$ cat config.mk
export PLATFORM = sky130hd
export DESIGN_NAME = flag_pattern_matcher
export DESIGN_NICKNAME = d
export VERILOG_FILES = /design/src/rtl/flag_pattern_matcher.sv
export SDC_FILE = /design/constraint.sdc
export NUM_CORES = 1
export LEC_CHECK = 0
export BUFFER_PORTS_ARGS = -buffer_cell sky130_fd_sc_hd__buf_4
export CORE_MARGIN = 2
export CORE_UTILIZATION = 59
export CTS_CLUSTER_SIZE = 40
export DETAILED_ROUTE_END_ITERATION = 7
export PLACE_DENSITY = 0.9
export RECOVER_POWER = 25
export SLEW_MARGIN = 20
export SYNTH_ARGS = -nofsm -noshare
export SYNTH_HDL_FRONTEND = slang
export SYNTH_SLANG_ARGS = --single-unit
export TNS_END_PERCENT = 20
$ cat constraint.sdc
create_clock -name clk -period 2.2 [get_ports clk]
set_input_delay 0.11 -clock clk [delete_from_list [all_inputs] [get_ports clk]]
set_output_delay 0.11 -clock clk [all_outputs]
set_load 0.01 [all_outputs]
$ cat src/rtl/flag_pattern_matcher.sv
// flag_pattern_matcher: history-window ALU flag matcher against NUM_PAT mask/value patterns.
// Define FLAG_PATTERN_COUNTER_EN to build the saturating anomaly counter; otherwise anomaly_count is 0.
module flag_pattern_matcher #(
  parameter int FLAG_W     = 4,
  parameter int HIST_DEPTH = 4,
  parameter int NUM_PAT    = 4,
  parameter int CNT_W      = 16,
  localparam int WIN_W     = FLAG_W*HIST_DEPTH,
  localparam int PIDX_W    = $clog2(NUM_PAT)
)(
  input  logic               clk,
  input  logic               reset,
  input  logic               flags_valid,
  input  logic [FLAG_W-1:0]  flags_in,
  input  logic               cfg_we,
  input  logic [PIDX_W-1:0]  cfg_idx,
  input  logic               cfg_en,
  input  logic [WIN_W-1:0]   cfg_mask,
  input  logic [WIN_W-1:0]   cfg_value,
  input  logic               status_clr,
  output logic [NUM_PAT-1:0] match_vec,
  output logic               anomaly_detected_out,
  output logic [NUM_PAT-1:0] sticky_status,
  output logic [CNT_W-1:0]   anomaly_count,
  output logic               hist_full
);
  localparam int FILL_W = $clog2(HIST_DEPTH+1);
  localparam logic [FILL_W-1:0] WARM = FILL_W'(HIST_DEPTH-1);
  localparam logic [FILL_W-1:0] FULL = FILL_W'(HIST_DEPTH);
  logic [WIN_W-1:0]   hist_q, hist_d, win;
  logic [FILL_W-1:0]  fill_q, fill_d;
  logic               full_q;
  logic [NUM_PAT-1:0] en_q, match_q, match_d, sticky_q, sticky_d;
  logic [WIN_W-1:0]   mask_q [NUM_PAT];
  logic [WIN_W-1:0]   value_q [NUM_PAT];
  logic               any_q, cfg_hit;
  assign win      = {hist_q[WIN_W-FLAG_W-1:0], flags_in};
  assign cfg_hit  = cfg_we && (32'(cfg_idx) < NUM_PAT);
  assign hist_d   = flags_valid ? win : hist_q;
  assign fill_d   = (flags_valid && fill_q != FULL) ? fill_q + 1'b1 : fill_q;
  assign sticky_d = (status_clr ? '0 : sticky_q) | match_d;
  // Patterns are compared with the configuration held before any same-cycle write.
  always_comb begin
    match_d = '0;
    for (int p = 0; p < NUM_PAT; p++)
      match_d[p] = flags_valid && (fill_q >= WARM) && en_q[p] &&
                   (((win ^ value_q[p]) & mask_q[p]) == '0);
  end
  always_ff @(posedge clk) begin
    if (reset) begin
      hist_q   <= '0;
      fill_q   <= '0;
      full_q   <= 1'b0;
      match_q  <= '0;
      any_q    <= 1'b0;
      sticky_q <= '0;
      en_q     <= '0;
      for (int p = 0; p < NUM_PAT; p++) begin
        mask_q[p]  <= '0;
        value_q[p] <= '0;
      end
    end else begin
      hist_q   <= hist_d;
      fill_q   <= fill_d;
      full_q   <= (fill_d == FULL);
      match_q  <= match_d;
      any_q    <= |match_d;
      sticky_q <= sticky_d;
      if (cfg_hit) begin
        en_q[cfg_idx]    <= cfg_en;
        mask_q[cfg_idx]  <= cfg_mask;
        value_q[cfg_idx] <= cfg_value;
      end
    end
  end
`ifdef FLAG_PATTERN_COUNTER_EN
  logic [CNT_W-1:0] cnt_q, cnt_d;
  // A match in the clearing cycle restarts the count at one.
  assign cnt_d = (|match_d) ? (status_clr ? CNT_W'(1) : (&cnt_q ? cnt_q : cnt_q + 1'b1))
                            : (status_clr ? '0 : cnt_q);
  always_ff @(posedge clk) begin
    if (reset) cnt_q <= '0;
    else       cnt_q <= cnt_d;
  end
  assign anomaly_count = cnt_q;
`else
  assign anomaly_count = '0;
`endif
  assign match_vec            = match_q;
  assign anomaly_detected_out = any_q;
  assign sticky_status        = sticky_q;
  assign hist_full            = full_q;
endmodule

==> flow_summary.toml <==
[power_and_ir_drop]
p_int_mw = 5.48
p_sw_frac = 0.223
pwr_density_cell_mw_per_mm2 = 905
p_clk_frac = 0.415
p_leak_nw = 3.30
ir_worst_vdd_uv = 476
power_mw = 7.05
comb_power_share = 0.083
sequentialPowerShare = 0.502
switchingPower_mw = 1.57

[die]
dieArea_sq_mm = 0.0125
pin_count = 70
start_util = 0.602
row_count = 39
die_h_microns = 112
core_area_sq_mm = 0.0114
die_w_microns = 112

[timing]
finalCritPeriodShare = 0.844
worstMarginPinSlew_ns = 1.25
setup_tns_ns = 0
slew_viol_final = 0
holdWs_ns = 0.0152
finClkSkew_ns = 0.00645
worst_slack_ns = 0.342
period_needed_ns = 1.86
setup_viol = 0
finalHoldViolCount = 0
maxSlewHeadroom = 0.167
rsz0062_at_grt = "no"
max_freq_mhz = 538

[worst_setup_path]
setup.worst_path.end_class = "register"
required_ns = 2.50
arrival_ns = 2.16
crit_path_max_fanout = 5
critPathKind = "reg -> reg"
crit_path_start_kind = "register"

[cells_and_area]
drive_gt1_frac = 0.153
stdcell_count = 758
stdcell_area_sq_mm = 0.00779
antenna_cells = 0
syn_to_final_growth_pct = 13.9
layout_common_cells = "128 x edfxtp_1, 121 x nor2_1, 64 x xor2_1"
postLayoutCoreUtil = 0.685
final_common_cell = "edfxtp_1"
num-nets-final = 649

[synthesis]
synth_seq_area_share = 0.646
syn_inst = 556
synth_cell_types = 34
netlist_area_sq_mm = 0.00685
post_synth.cell_area_avg_sq_um = 12.3
ys_ff_latch = 157
yosys_warnings = 0

[detailed_routing]
drc = 0
ant_nets = 0
via_per_inst = 5.63
vias = 4266
dr.pass1.iters = 5
totalWireLength_microns = 15100
post_drt_wl_per_cell_microns = 19.9
drt_iter0_drc = 409

[grt]
track_usage = 0.250
gr-total-overflow = 0
grt_first_pass_wirelength_microns = 23300
grt_max_degree = 33
grt_antenna_before_repair = 0
grt_pass1_vias = 4241

[min_path]
hold_path.class = "in -> reg"

[cts]
clk_latency_ns = 0.43
cts.sinks = 157
cts_resized = 0
htree_levels = 4
path_clk_slew_ns = 0.06
clockRootBuffer = "clkbuf_16"
clk_path_buf_depth = 2
cts-buffers-inserted = 17
cts_tree = "yes"

[placed_design]
dpl_cell_area_sq_mm = 0.00722
gp_congestion = 0.812
port_buffers = 53
place_ws_ns = 0.372
dp_hpwl_microns = 9810
dp.cells = 724

[status]
status = "finished, final reports clean"

[flow_run]
drv_cap = 0
cells by family after synthesis:
logic type	count (synthesis)	synth area share
fa+ha+maj	3	0.00548
mux	16	0.0234
buf+inv	87	0.0673
xor+xnor	65	0.0832
flops	157	0.646
compound gates	43	0.0609
other cells	1	0.000548
simple gates	184	0.113
state kept, by name, summed over array words and instances (netlist names):
signal,count
mask_q,64
value_q,64
hist_full,1
anomaly_detected_out,1
match_vec,4
hist_q,12
fill_q,3
en_q,4
sticky_status,4
Yosys cell counts, drive strengths merged:
cell	instances	area (sq um)
nor2	121	454
a22oi	4	30.0
xnor2	1	8.76
a22o	12	105
dfxtp	29	581
a21oi	7	35.0
ha	3	37.5
a211oi	3	22.5
edfxtp	128	3840
a41oi	1	16.3
nand3b	2	15.0
inv	36	135
nor3b	1	7.51
nand2	37	139
o21ai	1	5.00
a221oi	12	180
a21boi	2	15.0
nand2b	11	68.8
nand4	4	31.3
nor2b	1	6.26
clkbuf	10	37.5
nor3	1	5.00
buf	41	288
conb	1	3.75
xor2	64	561
o21a	1	7.51
or2	1	6.26
nand3	1	5.00
mux2i	16	160
and4	4	35.0
critical path: stages, from the launching register on:
cell and delay (ns):
dfxtp_1 0.35, ha_1 0.21, ha_1 0.18, a211oi_1 0.41, a211oi_1 0.09, and4_1 0.21, nand4_1 0.15, a41oi_2 0.13
path summary, 6_finish.rpt:
path                          from                   end  slack [ns]  cells past startpoint
hold reg to reg   sticky_status[2]      sticky_status[2]        0.48                      2
setup reg to reg         fill_q[0]  anomaly_detected_out        0.34                      7
hold / removal        cfg_value[6]         value_q[3][6]        0.02                      3
setup / recovery         fill_q[0]  anomaly_detected_out        0.34                      7
power by group through the flow:
stage                     combinational [mW]  clock, mW  sequential (mW)
after global placement                 0.549          0             3.58
final                                  0.583       2.93             3.54
after floorplan                        0.412          0             3.55
after global routing                   0.628       3.06             3.55
after CTS                              0.584       2.93             3.54
after detailed placement               0.573          0             3.60
layout make-up:
class,instances,area (sq um)
clock buffers,28,557
clock inverters,4,48.8
fillers,740,3580
inverters,36,135
multi-input cells,327,2020
flip-flops and latches,157,4420
well taps,143,179
repair buffers,63,433
routing by layer:
metal  wire length (microns)  part of all wire  global-route usage  up-vias
met3                    1220             0.081              0.0724       41
met1                    5880              0.39               0.316     2087
met4                     440             0.029              0.0988        0
met2                    7510              0.50               0.410      204
li1                        -                 -                   -     1934
met5                       0                 0                   0        -
repair_timing:
action,in CTS,in global routing
hold endpoints to repair,8,0
hold buffers,2,0
setup buffers,0,0
Power figures use the tool's default switching activity.
